--- src/rtl/fec_encoder_if.sv ---
// -----------------------------------------------------------------------------
// fec_encoder_if
//   Serial handshake bundle for fec_encoder.
//
//   Handshake rule (both directions): a bit moves on a rising clk edge where the
//   sender's valid and the receiver's ready are both 1. The sender holds its
//   data and valid steady until that edge. Ready may change freely.
//
//   Signals
//     valid_in  : upstream -> encoder, fec_in carries a valid bit
//     fec_in    : upstream -> encoder, serial information bit (d0 first)
//     ready_out : encoder -> upstream, encoder can take a bit this cycle
//     valid_out : encoder -> downstream, fec_out carries a valid coded bit
//     fec_out   : encoder -> downstream, serial coded bit (MSB of block first)
//     ready_in  : downstream -> encoder, downstream takes fec_out this cycle
//
//   modport slave  : the encoder side
//   modport master : the environment (upstream source and downstream sink)
// -----------------------------------------------------------------------------
interface fec_encoder_if;
   logic valid_in;
   logic fec_in;
   logic ready_out;
   logic valid_out;
   logic fec_out;
   logic ready_in;

   modport slave (
      input  valid_in,
      input  fec_in,
      input  ready_in,
      output ready_out,
      output valid_out,
      output fec_out
   );

   modport master (
      output valid_in,
      output fec_in,
      output ready_in,
      input  ready_out,
      input  valid_out,
      input  fec_out
   );
endinterface

--- src/rtl/fec_encoder.sv ---
// -----------------------------------------------------------------------------
// fec_encoder
//   Rate-1/2, K=7 tail-biting convolutional encoder (G1=171o -> X,
//   G2=133o -> Y). A block of BLOCK_LEN serial bits is collected into an input
//   buffer, encoded in one step into a 2*BLOCK_LEN-bit coded block ordered
//   X0,Y0,X1,Y1,... (X0 at the MSB) and shifted out MSB first. Collection of
//   the next block overlaps with the output of the current one.
//
//   Ports
//     clk           : clock, rising edge active
//     reset         : asynchronous reset, active low
//     fec_if        : serial in/out handshake bundle (slave side)
//     fec_out_reg_o : last loaded coded block (debug view of fec_out_reg)
//     out_state_o   : output stage state (0 = idle, 1 = busy), debug view
// -----------------------------------------------------------------------------
module fec_encoder #(
   parameter int BLOCK_LEN = 96
) (
   input  logic                   clk,
   input  logic                   reset,
   fec_encoder_if.slave           fec_if,
   output logic [2*BLOCK_LEN-1:0] fec_out_reg_o,
   output logic [0:0]             out_state_o
);

   localparam int N  = BLOCK_LEN;
   localparam int W  = 2 * BLOCK_LEN;
   localparam int CW = $clog2(N + 1);
   localparam int OW = $clog2(W);

   localparam logic [CW-1:0] CNT_FULL = CW'(N);
   localparam logic [OW-1:0] OUT_LAST = OW'(W - 1);

   typedef enum logic [0:0] {
      OUT_IDLE = 1'b0,
      OUT_BUSY = 1'b1
   } out_state_t;

   out_state_t    out_state_q;
   logic [N-1:0]  in_buf_q;       // in_buf_q[k] holds dk
   logic [CW-1:0] in_cnt_q;       // bits collected, N means block complete
   logic [W-1:0]  fec_out_reg_q;  // retained copy of the coded block
   logic [W-1:0]  shift_q;        // working copy shifted towards fec_out
   logic [OW-1:0] out_cnt_q;      // index of the bit currently on fec_out
   logic [W-1:0]  coded_d;

   logic accept;
   logic xfer;
   logic last_xfer;
   logic block_full;
   logic load;

   // Tail-biting encode: indices wrap modulo N, so the encoder state at k=0
   // is the last six bits of the block. All indices are elaboration constants.
   for (genvar k = 0; k < N; k++) begin : g_enc
      localparam int I1 = (k + N - 1) % N;
      localparam int I2 = (k + N - 2) % N;
      localparam int I3 = (k + N - 3) % N;
      localparam int I5 = (k + N - 5) % N;
      localparam int I6 = (k + N - 6) % N;
      assign coded_d[W-1-2*k] = in_buf_q[k] ^ in_buf_q[I1] ^ in_buf_q[I2]
                              ^ in_buf_q[I3] ^ in_buf_q[I6];
      assign coded_d[W-2-2*k] = in_buf_q[k] ^ in_buf_q[I2] ^ in_buf_q[I3]
                              ^ in_buf_q[I5] ^ in_buf_q[I6];
   end

   assign block_full = (in_cnt_q == CNT_FULL);
   assign accept     = fec_if.valid_in && !block_full;
   assign xfer       = (out_state_q == OUT_BUSY) && fec_if.ready_in;
   assign last_xfer  = xfer && (out_cnt_q == OUT_LAST);
   // A complete block moves to the output stage when the stage is idle or is
   // handing over its final bit on this edge, giving gap-free output.
   assign load       = block_full && ((out_state_q == OUT_IDLE) || last_xfer);

   assign fec_if.ready_out = !block_full;
   assign fec_if.valid_out = (out_state_q == OUT_BUSY);
   assign fec_if.fec_out   = shift_q[W-1];
   assign fec_out_reg_o    = fec_out_reg_q;
   assign out_state_o      = out_state_q;

   always_ff @(posedge clk or negedge reset) begin
      if (!reset) begin
         out_state_q   <= OUT_IDLE;
         in_buf_q      <= '0;
         in_cnt_q      <= '0;
         fec_out_reg_q <= '0;
         shift_q       <= '0;
         out_cnt_q     <= '0;
      end else begin
         // Input side. accept and load are exclusive: load needs a full
         // buffer, accept needs a non-full one.
         if (load) begin
            in_buf_q <= '0;
            in_cnt_q <= '0;
         end else if (accept) begin
            in_buf_q[in_cnt_q] <= fec_if.fec_in;
            in_cnt_q           <= in_cnt_q + CW'(1);
         end

         // Output side.
         if (load) begin
            fec_out_reg_q <= coded_d;
            shift_q       <= coded_d;
            out_cnt_q     <= '0;
            out_state_q   <= OUT_BUSY;
         end else if (xfer) begin
            shift_q <= {shift_q[W-2:0], 1'b0};
            if (out_cnt_q == OUT_LAST) begin
               out_cnt_q   <= '0;
               out_state_q <= OUT_IDLE;
            end else begin
               out_cnt_q <= out_cnt_q + OW'(1);
            end
         end
      end
   end

endmodule

--- src/flat_wrapper.sv ---
// flat-port wrapper written by rule: the top's interface ports become plain ports
module fec_encoder_flat 
#(
   parameter int BLOCK_LEN = 96
)
  (clk, reset, fec_out_reg_o, out_state_o, fec_if_valid_in, fec_if_fec_in, fec_if_ready_in, fec_if_ready_out, fec_if_valid_out, fec_if_fec_out);
  fec_encoder_if fec_if_i ();
  input  logic clk;
  input  logic reset;
  output logic [2*BLOCK_LEN-1:0] fec_out_reg_o;
  output logic [0:0] out_state_o;
  input wire logic [$bits(fec_if_i.valid_in)-1:0] fec_if_valid_in;
  input wire logic [$bits(fec_if_i.fec_in)-1:0] fec_if_fec_in;
  input wire logic [$bits(fec_if_i.ready_in)-1:0] fec_if_ready_in;
  output wire logic [$bits(fec_if_i.ready_out)-1:0] fec_if_ready_out;
  output wire logic [$bits(fec_if_i.valid_out)-1:0] fec_if_valid_out;
  output wire logic [$bits(fec_if_i.fec_out)-1:0] fec_if_fec_out;
  assign fec_if_i.valid_in = fec_if_valid_in;
  assign fec_if_i.fec_in = fec_if_fec_in;
  assign fec_if_i.ready_in = fec_if_ready_in;
  assign fec_if_ready_out = fec_if_i.ready_out;
  assign fec_if_valid_out = fec_if_i.valid_out;
  assign fec_if_fec_out = fec_if_i.fec_out;
  fec_encoder #(.BLOCK_LEN(BLOCK_LEN)) u_core (.clk(clk), .reset(reset), .fec_if(fec_if_i), .fec_out_reg_o(fec_out_reg_o), .out_state_o(out_state_o));
endmodule
--- config.mk ---
export PLATFORM = sky130hd
export DESIGN_NAME = fec_encoder_flat
export DESIGN_NICKNAME = d
export VERILOG_FILES = /design/src/rtl/fec_encoder_if.sv /design/src/rtl/fec_encoder.sv /design/src/flat_wrapper.sv
export SDC_FILE = /design/constraint.sdc
export NUM_CORES = 1
export LEC_CHECK = 0
export ABC_AREA = 1
export CAP_MARGIN = 30
export CORE_UTILIZATION = 30
export CTS_BUF_LIST = sky130_fd_sc_hd__clkbuf_4 sky130_fd_sc_hd__clkbuf_8
export CTS_CLUSTER_DIAMETER = 100
export DETAILED_ROUTE_END_ITERATION = 8
export PLACE_DENSITY_LB_ADDON = 0.1
export SLEW_MARGIN = 20
export SYNTH_ARGS = -nofsm -noshare
export SYNTH_HDL_FRONTEND = slang
export SYNTH_SLANG_ARGS = --single-unit
--- constraint.sdc ---
create_clock -name clk -period 4.3 [get_ports clk]
set_clock_uncertainty 0.1 [all_clocks]
set_input_delay 1.075 -clock clk [delete_from_list [all_inputs] [get_ports clk]]
set_output_delay 1.075 -clock clk [all_outputs]
set_load 0.05 [all_outputs]
Word level (Yosys, flattened, before mapping):

Index checks and enable logic that the tools add are counted.
W data, S select, Z words.

* $add $sub $neg: 2
* order comparisons: 2
* equality and inequality tests: 2
* multiplexer cells: 15
* bitwise logic cells: 769
* reduce and logical (&&, ||, !) cells: 11

Operator list (number)
* $xor A1 B1 Y1: 768
* $mux W192: 2
* $mux W96: 2
* $bwmux W96: 1
* $mux W8: 3
* $mux W7: 2
* $add A8 B1 Y8 const B: 1
* $eq A8 B8 Y1 const B: 1
* $lt A7 B8 Y1 const B: 1
* $add A7 B1 Y7 const B: 1
* $demux W1 S7: 1
* $eq A7 B7 Y1 const B: 1
* $ge A7 B1 Y1 const B: 1
* $reduce_bool A2 Y1: 3
* $logic_and A1 B1 Y1: 5
* $mux W1: 4
* $reduce_and A2 Y1: 1
* $logic_not A1 Y1: 1
* $logic_or A1 B1 Y1: 1
* $not A1 Y1: 1

* register bits after elaboration: 496
* input bits: 5

Logic depth before layout (Yosys ltp):

Gate-level depths: netlist of the first run.

* word-level depth: 7
* depth in mapped cells: 12
* depth with buffers taken out: 11

Least setup slack after synthesis of the first run:

Ideal clock, no wire load.

* path kind: input -> register
* from: input port fec_if_ready_in
* to: register u_core.shift_q[130]
* library setup time: 0.069 ns
* arrival time: 2.161 ns
* data required time: 4.131 ns
* setup slack: 1.969 ns
* stages: 7
* buffers on the path: 2
* path through: nand2_1 -> inv_1 -> a21oi_2 -> clkbuf_1 -> buf_2 -> nand2_1 -> nand3_1

* cells in the longest elaborated chain, start to end: 5

Ends and longest elaborated chain
* from (decl): RTL line flat_wrapper.sv:14 `input wire logic [$bits(fec_if_i.ready_in)-1:0] fec_if_ready_in;`
* $logic_and A1 B1 Y1 *: RTL line fec_encoder.sv:69 `assign xfer = (out_state_q == OUT_BUSY) && fec_if.ready_in;`
* $logic_and A1 B1 Y1: RTL line fec_encoder.sv:70 `assign last_xfer = xfer && (out_cnt_q == OUT_LAST);`
* $logic_or A1 B1 Y1: RTL line fec_encoder.sv:73 `assign load = block_full && ((out_state_q == OUT_IDLE) || last_xfer);`
* $logic_and A1 B1 Y1: RTL line fec_encoder.sv:73
* $mux W192 or $reduce_bool A2 Y1 (tied branches)
* to (signal assigned): RTL line fec_encoder.sv:103 `shift_q <= coded_d;`
* to (signal assigned): RTL line fec_encoder.sv:107 `shift_q <= {shift_q[W-2:0], 1'b0};`
* to (decl): RTL line fec_encoder.sv:43 `logic [W-1:0] shift_q;`

Mark *: on every way between the ends. The rest lies on a longest branch, timed or not.
A chain may end at the register's enable or synchronous reset.

Worst setup path after layout of the first run:

* from: register u_core.in_cnt_q[0]
* to: output port fec_if_ready_out

* cells in the longest elaborated chain, start to end: 2

Ends and longest elaborated chain
* from (decl): RTL line fec_encoder.sv:41 `logic [CW-1:0] in_cnt_q;`
* from (signal assigned): RTL line fec_encoder.sv:97 `in_cnt_q <= in_cnt_q + CW'(1);`
* $eq A7 B7 Y1: RTL line fec_encoder.sv:67 `assign block_full = (in_cnt_q == CNT_FULL);`
* $logic_not A1 Y1: RTL line fec_encoder.sv:75 `assign fec_if.ready_out = !block_full;`
* to (decl): RTL line flat_wrapper.sv:15 `output wire logic [$bits(fec_if_i.ready_out)-1:0] fec_if_ready_out;`

No other way between the ends.

==> results of run 1 <==
## through the flow
step	instance area (um^2)	std cells	hold slack, ns	power [mW]	util
after detailed placement	29300	4920	0.364	11.6	0.342
final	31500	5088	0.276	16.8	0.367
after global routing	31500	5087	0.311	18.2	0.367
after floorplan	26100	3706	0.347	10.1	-
after CTS	31500	5086	0.275	17.0	0.367
after global placement	29300	4920	0.359	11.7	0.342
## routing by layer
layer / global-route usage / vias to the layer above / part of all wire
li1: - / 12000 / -
met3: 0.0278 / 89 / 0.037
met2: 0.293 / 371 / 0.46
met4: 0.0452 / 4 / 0.015
met1: 0.254 / 11100 / 0.49
met5: 0 / - / 0.00033
## Yosys cell counts (22+ instances only)
library cell and instances:
o21ai_0 62, xnor2_1 39, xor2_1 72, nand4_1 22
a21oi_1 75, nor2_1 206, buf_2 67, dfrtp_1 496
clkbuf_1 84, inv_1 205, nand3_1 566, nand2_1 1771
## state kept, by name (all words and copies together) (netlist names)
register and cells:
u_core.fec_out_reg_o 192, u_core.shift_q 192, u_core.in_buf_q 96, u_core.out_cnt_q 8
u_core.in_cnt_q 7, u_core.fec_if.valid_out 1
## cell type report
class,count,area [um^2]
clock inverter,20,263
fill,9233,54200
antenna,2,5.00
multi-input combinational,2835,12200
timing repair buffer,235,2450
tap,1144,1430
sequential,496,12400
inverter,210,791
clock buffer,146,1870
## kinds of logic (layout without fill, tap and decap cells)
family / after synthesis / in the layout / synth area share
buf+inv: 375 / 611 / 0.0574
xor+xnor: 111 / 111 / 0.0372
flops: 496 / 496 / 0.475
simple gates: 2580 / 2580 / 0.401
other cells: 0 / 2 / 0
fa+ha+maj: 3 / 3 / 0.00144
compound gates: 141 / 141 / 0.0275
## power by group through the flow
stage / clock (mW) / combinational (mW) / sequential, mW
6_report: 5.23 / 5.74 / 5.80
5_1_grt: 5.65 / 6.67 / 5.88
4_1_cts: 5.42 / 5.79 / 5.80
3_5_place_dp: 0 / 5.76 / 5.87
3_3_place_gp: 0 / 5.78 / 5.88
2_1_floorplan: 0 / 4.59 / 5.53
## how the worst max path moves through the flow
stage                                   from                  end  cells after the start
final                     u_core.in_cnt_q[0]     fec_if_ready_out                      6
after global routing      u_core.in_cnt_q[0]     fec_if_ready_out                      6
after CTS                 u_core.in_cnt_q[0]     fec_if_ready_out                      6
after detailed placement     fec_if_ready_in    u_core.shift_q[8]                      8
after global placement       fec_if_ready_in   u_core.shift_q[63]                      7
after floorplan              fec_if_ready_in  u_core.shift_q[130]                      7
## cell usage in the layout, fill, tap and decap left out, drive strengths merged, types with 39 or more instances in the layout
cell           count
dfrtp            496
a21oi             77
nor2             207
inv              207
xor2              72
o21ai             62
xnor2             39
clkdlybuf4s50    198
clkbuf           146
nand3            566
nand2           1771
==> qor.yml, run 1 <==
status: "finished clean"
grt_pass1_wl_um: 131000
r2r_start: "u_core.in_cnt_q[0]"
finalSetupViolations: 0
p_clk_frac: 0.312
relSlewSlack: 0.391
yosys.area.top_type: "dfrtp_1"
row_count: 107
p_int_mw: 10.1
core_area_um2: 85700
wl_per_cell_um: 15.7
die_w_um: 297
areaGrowthSynthToFinish_pct: 20.5
htree_levels: 3
yosysWarnings: 0
reg2reg_depth: 10
clock_latency_ns: 0.68
antenna_found_initial: 4
ant_nets: 0
via_count: 23600
die-area_um2: 88300
tightest_slew_ns: 0.912
synthTopCellsByArea: "dfrtp_1, nand2_1, nand3_1"
drc: 0
synth-async-reset-ratio: 1.00
cpMaxStageDelayCell: "clkdlybuf4s50_1"
gp_congestion: 0.828
cp.arrival_ns: 2.68
numCtsBuffers: 94
cpPeakStageDelay_ns: 0.89
path_delay_family: "buffers and inverters"
p_sw_mw: 6.65
grt_max_degree: 121
cp.buffers_inverters: 3
post-route-min-period_ns: 3.86
synth_edf_count: 0
die_height_um: 297
peakVddDrop_v: 0.000260
drive_gt1_frac: 0.0540
port_buffers: 200
rsz0062_at_grt: "false"
cts.sinks: 496
r2r_setup_slack_ns: 1.60
ys_types: 24
clockBufferDepth: 3
vias_per_cell: 4.63
critPathRequiredTime_ns: 3.12
fin_ws_ns: 0.442
synth_flop_cell: "dfrtp_1"
hold_viol: 0
yosysSeqAreaShare: 0.475
powerDensity_nw_per_um2: 533
synthCells: 3706
fin_crit_sh: 0.897
post_cts_buffers: 0
slew_violations: 0
grtUsageTotal: 0.182
crit_chain: "inv_1 > ha_1 > nand2_1 > nor2_4 > inv_2 > clkdlybuf4s50_1"
drtIter0Drc: 1575
synth_top_area_share: 0.475
grt_pass1_vias: 23500
routed_wl_um: 79800
combPwrFrac: 0.342
fin_tns_setup_ns: 0
hpwl_um: 53600
cp_max_fo: 7
dp_slack_ns: 1.07
sw_frac_of_total: 0.397
avgSynthCellArea_um2: 7.05
ctsHoldBuffers: 0
ys_ff_latch: 496
clock-root-buffer: "clkbuf_8"
critPathKind: "flop to output port"
grt.overflow.total: 0
end_kind: "output port"
path_clk_slew_ns: 0.06
pwr-share-seq: 0.346
first_pass_iters: 5
r2r_end: "u_core.shift_q[8]"
cts_tree: "yes"
max_freq_mhz: 259
cp-start-kind: "flop"
start_util: 0.305
nNetsFinal: 3880
p_leak_nw: 16.8
syn-cell-area_um2: 26100
ios: 201
synth_nets: 3714
ctsResizeCount: 0
cap_violations: 0
hold_path_class: "input port to asynchronous set/reset pin"
(Power assumes the default switching activity.)
==> inputs of run 2 (changes only) <==
ABC_AREA = unset   (was 1)
CORE_UTILIZATION = 40   (was 30)
==> run 2 against run 1 <==
  * The flow now finishes with violations (DRC)
  * Count of clock-buffer cells in the layout is 12 lower
  * Die area is 23% lower
  * Worst setup slack better by 0.16 ns
  * Non-clock buffer count is 21 higher
  * Synthesized area is 2.9% higher
  * Critical path depth is 2 lower
  * Global-route usage is 2.1 points higher
  * Sequential share of layout area is 0.42 points higher
  * Via count is 23% lower
  * First-iteration DRC count is 27% lower
  * Flip-flop and latch count stayed put
  * Design area is 1.1% lower
==> qor.yml, run 2 <==
ctsResizeCount: 0  # unchanged
fin_tns_setup_ns: 0  # unchanged
yosys.area.top_type: "dfrtp_1"
status: "finished with violations"
via_count: 18100  # -23%
cp_max_fo: 43  # +36
critPathRequiredTime_ns: 3.12  # about the same
path_clk_slew_ns: 0.06  # about the same
areaGrowthSynthToFinish_pct: 15.9
crit_cells: 4  # -2
wl_per_cell_um: 19.6  # +25%
path_delay_family: "simple AND/OR/NAND/NOR gates"
start_util: 0.407  # +0.102
hold_viol: 0  # unchanged
yosysWarnings: 0  # unchanged
ys_types: 42  # +75%
htree_levels: 3  # unchanged
port_buffers: 200  # unchanged
grt_pass1_vias: 18900  # -19%
nNetsFinal: 2543  # -34%
peakVddDrop_v: 0.000264  # +1.3%
gp_congestion: 0.810  # -2.2%
hold_path_class: "input port to asynchronous set/reset pin"
slew_violations: 0  # unchanged
first_pass_iters: 9  # +4
crit_chain: "nor2b_1 > and3_4 > inv_4 > buf_4"
ios: 201  # unchanged
dpl.cell_count: 3309  # -33%
critPathKind: "flop to output port"
synth_top_area_share: 0.462  # -0.0133
clock_latency_ns: 0.68  # about the same
grt_max_degree: 103  # -15%
cp-start-kind: "flop"
synth.most_common_cell: "dfrtp_1"
end_kind: "output port"
clock-root-buffer: "clkbuf_8"
r2r_end: "u_core.fec_out_reg_o[42]"
syn-cell-area_um2: 26900  # +2.9%
clockBufferDepth: 3  # unchanged
setup.worst_path.end: "fec_if_ready_out"
cpMaxStageDelayCell: "dfrtp_1"
cap_violations: 0  # unchanged
core_area_um2: 66100  # -23%
synth-async-reset-ratio: 1.00  # unchanged
post_cts_buffers: 0  # unchanged
instances_no_fill: 3460  # -32%
r2r_setup_slack_ns: 1.33  # -0.27 ns
grtUsageTotal: 0.202  # +0.0205
cts.sinks: 496  # unchanged
layout_commonest_cell: "dfrtp_1"
numCtsBuffers: 86  # -8.5%
max_freq_mhz: 270  # +4.2%
post-route-min-period_ns: 3.70  # -0.156 ns
grt_pass1_wl_um: 109000  # -17%
grt.overflow.total: 0  # unchanged
synthCells: 2447  # -34%
synth_edf_count: 0  # unchanged
whs_ns: 0.370  # +0.0943 ns
relSlewSlack: 0.345  # -0.0467
die_height_um: 261  # -12%
synth_flop_cell: "dfrtp_1"
finalSetupViolations: 0  # unchanged
cp.arrival_ns: 2.53  # -0.15 ns
synth_nets: 2455  # -34%
die_w_um: 261  # -12%
cts_tree: "yes"
row_count: 94  # -12%
drive_gt1_frac: 0.0863  # +0.0323
crit_start: "u_core.in_cnt_q[6]"
r2r_start: "u_core.in_cnt_q[6]"
rsz0062_at_grt: "false"
tightest_slew_ns: 0.980  # +0.0683 ns
reg2reg_depth: 5  # -5
drc: 9  # +9
drtIter0Drc: 1142  # -27%
antenna_found_initial: 2  # -2
ctsHoldBuffers: 0  # unchanged
violations: "DRC"
avgSynthCellArea_um2: 11.0  # +56%
synth_common_cells: "dfrtp_1, o21ai_0, mux2i_1"
yosysSeqAreaShare: 0.462  # -0.0133
vias_per_cell: 5.24  # +13%
routed_wl_um: 67800  # -15%
cp.buffers_inverters: 2  # -1
fin_crit_sh: 0.861  # -0.0362
ant_nets: 0  # unchanged
die-area_um2: 68200  # -23%
hpwl_um: 46000  # -14%
p_leak_nw: 15.2  # -9.5%
ys_ff_latch: 496  # unchanged
cpPeakStageDelay_ns: 0.64  # -0.25 ns
powerDensity_nw_per_um2: 448  # -16%
final_cell_mix: "dfrtp_1, o21ai_0, mux2i_1"
synthTopCellsByArea: "dfrtp_1, mux2i_1, o21ai_0"
## run 2: cell count changes in the layout (fill, tap and decap cells not counted), sizes merged, moves of 137 or more
| cell | before | now |
|---|---|---|
| nand2 | 1771 | 128 |
| nor2 | 207 | 19 |
| o21ai | 62 | 478 |
| nand3 | 566 | 203 |
| mux2i | 0 | 282 |
| xnor2 | 39 | 176 |
| inv | 207 | 8 |
## run 2: worst register-to-register path, stage by stage, from the launching register on
cell and delay, ns:
dfrtp_1 0.64, nor2b_1 0.28, and3_4 0.59, nand2_8 0.49
buf_4 0.57, o21ai_0 0.21
## run 2: cell type report
| class | count | area, um^2 |
|---|---|---|
| clock inverter | 14 | 80.1 |
| fill | 6142 | 35000 |
| timing repair buffer | 256 | 2590 |
| multi-input combinational | 1687 | 13300 |
| inverter | 8 | 32.5 |
| antenna | 1 | 2.50 |
| sequential | 496 | 12400 |
| clock buffer | 134 | 1660 |
| tap | 864 | 1080 |
## run 2: logic make-up after synthesis
family | Yosys count | synth area share
AO/OA/AOI/OAI | 590 | 0.111
flip-flops | 496 | 0.462
AND/OR/NAND/NOR | 392 | 0.0682
buffers and inverters | 264 | 0.0457
adder cells (fa/ha/maj) | 3 | 0.00140
multiplexers | 288 | 0.108
XOR/XNOR | 414 | 0.204
## run 2: report_power, final
| group | switching, mW | total, mW | leakage (nW) | internal, mW |
|---|---|---|---|---|
| clock | 1.93 | 4.36 | 0.925 | 2.43 |
| sequential | 0.524 | 5.41 | 6.88 | 4.88 |
| combinational | 1.96 | 4.18 | 7.38 | 2.21 |
## run 2: through the flow
stage / area, um^2 / util / total power, mW / setup WS [ns]
after floorplan: 26900 / - / 8.69 / 1.17
after CTS: 31100 / 0.471 / 14.2 / 0.537
after detailed placement: 29400 / 0.445 / 9.70 / 0.911
after global routing: 31100 / 0.471 / 14.7 / 0.416
final: 31100 / 0.471 / 13.9 / 0.598
after global placement: 29400 / 0.444 / 9.66 / 0.933
## run 2: worst min path at each step
stage                           start                  to  slack [ns]  cells past startpoint
detailed placement  u_core.shift_q[0]   u_core.shift_q[0]        0.38                      1
floorplan           u_core.shift_q[0]   u_core.shift_q[0]        0.35                      1
CTS                             reset  u_core.shift_q[44]        0.31                      1
global route                    reset  u_core.shift_q[28]        0.39                      1
finish                          reset  u_core.shift_q[31]        0.37                      1
global placement    u_core.shift_q[0]   u_core.shift_q[0]        0.36                      1
## run 2: metal layers
layer | routed length (um) | GRT usage
met2 | 32300 | 0.325
met3 | 2570 | 0.0308
met1 | 31800 | 0.284
met5 | 12 | 0
met4 | 1070 | 0.0581
==> inputs of run 3 (changes only) <==
CORE_MARGIN = 2   (was unset)
==> run 3 against run 2 <==
  * Highest routed layer unchanged
  * Count of clock-buffer cells in the layout increased by 2
  * Via count rose by 0.32%
  * Largest cell class unchanged
  * The flow now finishes without violations
  * Hold slack improved by 0.015 ns
  * Fmax is 8.4% higher
  * Critical path depth unchanged
  * Wire length rose by 1.1%
==> qor.yml, run 3 (synthesized netlist as in run 2, its figures left out) <==
critPathRequiredTime_ns: 3.12  # about the same
grt_max_degree: 126  # +22%
via_count: 18200  # +0.32%
areaGrowthSynthToFinish_pct: 16.4
hold_path_class: "input port to asynchronous set/reset pin"
post_cts_buffers: 0  # unchanged
ant_nets: 0  # unchanged
p_leak_nw: 15.2  # +0.32%
cp.buffers_inverters: 2  # unchanged
grt_pass1_wl_um: 110000  # +0.93%
hold_viol: 0  # unchanged
start_util: 0.402  # -0.00428
slew_violations: 0  # unchanged
cp-start-kind: "flop"
grt_pass1_vias: 18800  # -0.85%
dpl-instance-area_um2: 29400  # about the same
dp_slack_ns: 0.764  # -0.147 ns
fin_crit_sh: 0.794  # -0.0665
crit_chain: "and2b_1 > and3_4 > inv_4 > buf_4"
end_kind: "output port"
fin_ws_ns: 0.884  # +0.286 ns
core_area_um2: 66800  # +1.1%
grtUsageTotal: 0.199  # -0.00373
routed_wl_um: 68500  # +1.1%
p_int_mw: 9.83  # +3.1%
pwr-share-seq: 0.383  # -0.005
nFillCells: 6238  # +1.6%
fin_area_um2: 31300  # +0.45%
p_sw_mw: 4.36  # -1.3%
cp_max_fo: 15  # -65%
finalSetupViolations: 0  # unchanged
htree_levels: 3  # unchanged
cts.sinks: 496  # unchanged
drtIter0Drc: 1118  # -2.1%
clock_latency_ns: 0.66  # -0.02 ns
combPwrFrac: 0.288  # -0.011
wl_per_cell_um: 19.8  # +0.85%
ios: 201  # unchanged
powerDensity_nw_per_um2: 454  # +1.3%
hpwl_um: 46000  # -0.15%
instances_no_fill: 3467  # +0.20%
fin_tns_setup_ns: 0  # unchanged
die_height_um: 263  # +0.77%
max_freq_mhz: 293  # +8.4%
row_count: 95  # +1.1%
sw_frac_of_total: 0.307  # -0.00932
vias_per_cell: 5.25  # +0.12%
numCtsBuffers: 86  # unchanged
post-route-min-period_ns: 3.42  # -0.286 ns
rsz0062_at_grt: "false"
ctsResizeCount: 0  # unchanged
antenna_found_initial: 2  # unchanged
relSlewSlack: 0.351  # +0.00632
drc: 0  # -9
die_w_um: 263  # +0.77%
cap_violations: 0  # unchanged
clock-root-buffer: "clkbuf_8"
cts_tree: "yes"
tightest_slew_ns: 0.973  # -0.00674 ns
cpPeakStageDelay_ns: 0.69  # +0.05 ns
status: "finished clean"
path_clk_slew_ns: 0.06  # about the same
multiInputGateArea_um2: 13300  # unchanged
critPathKind: "flop to output port"
nNetsFinal: 2539  # -0.16%
grt.overflow.total: 0  # unchanged
port_buffers: 200  # unchanged
die-area_um2: 69300  # +1.5%
cpMaxStageDelayCell: "dfrtp_1"
dpl.cell_count: 3313  # +0.12%
first_pass_iters: 5  # -4
cp.arrival_ns: 2.24  # -0.29 ns
gp_congestion: 0.775  # -4.3%
regArea_um2: 12400  # unchanged
path_delay_family: "flip-flops"
peakVddDrop_v: 0.000339  # +29%
clockBufferDepth: 3  # unchanged
layout_commonest_cell: "dfrtp_1"
p_clk_frac: 0.329  # +0.016
final_cell_mix: "dfrtp_1, o21ai_0, mux2i_1"
drive_gt1_frac: 0.0853  # -0.00106
ctsHoldBuffers: 0  # unchanged
## run 3: cell count changes in the layout (fill, tap and decap cells not counted), sizes merged
cell      delta
clkbuf       +3
clkinv       -5
inv          +1
diode        +1
bufinv       +4
buf          -5
clkinvlp     -1
## run 3: final timing paths
check / slack, ns / startpoint / cells past startpoint / endpoint
max in group asynchronous: 2.69 / reset / 2 / u_core.fec_out_reg_o[187]
max reg2reg: 1.49 / u_core.in_cnt_q[6] / 5 / u_core.shift_q[139]
min in group clk: 0.39 / u_core.shift_q[0] / 1 / u_core.shift_q[0]
max: 0.88 / u_core.in_cnt_q[3] / 4 / fec_if_ready_out
min: 0.39 / reset / 1 / u_core.shift_q[34]
min reg2reg: 0.39 / u_core.shift_q[0] / 1 / u_core.shift_q[0]
## run 3: power by group through the flow
stage	Combinational (mW)	Sequential [mW]	Clock, mW
global route	4.44	5.48	5.06
floorplan	3.65	5.05	0
finish	4.08	5.44	4.67
detailed placement	4.12	5.52	0
global placement	4.10	5.51	0
CTS	4.14	5.44	4.83
## run 3: final cells by class
| type | count | area share |
|---|---|---|
| Multi-Input combinational cell | 1687 | 0.425 |
| Clock buffer | 136 | 0.0542 |
| Timing Repair Buffer | 252 | 0.0825 |
| Tap cell | 873 | 0.0349 |
| Sequential cell | 496 | 0.397 |
| Inverter | 8 | 0.00104 |
| Clock inverter | 13 | 0.00564 |
| Antenna cell | 2 | 0.000160 |
## run 3: per-layer routing
layer	track usage	wire, um
met5	0	14
met4	0.0508	911
met3	0.0290	2500
met2	0.323	33000
met1	0.280	32100
## run 3: per-stage QoR
step | power, mW | util | hold WS (ns)
2_1_floorplan | 8.69 | - | 0.350
3_3_place_gp | 9.60 | 0.439 | 0.376
3_5_place_dp | 9.64 | 0.440 | 0.370
4_1_cts | 14.4 | 0.468 | 0.376
5_1_grt | 15.0 | 0.468 | 0.419
6_report | 14.2 | 0.468 | 0.385
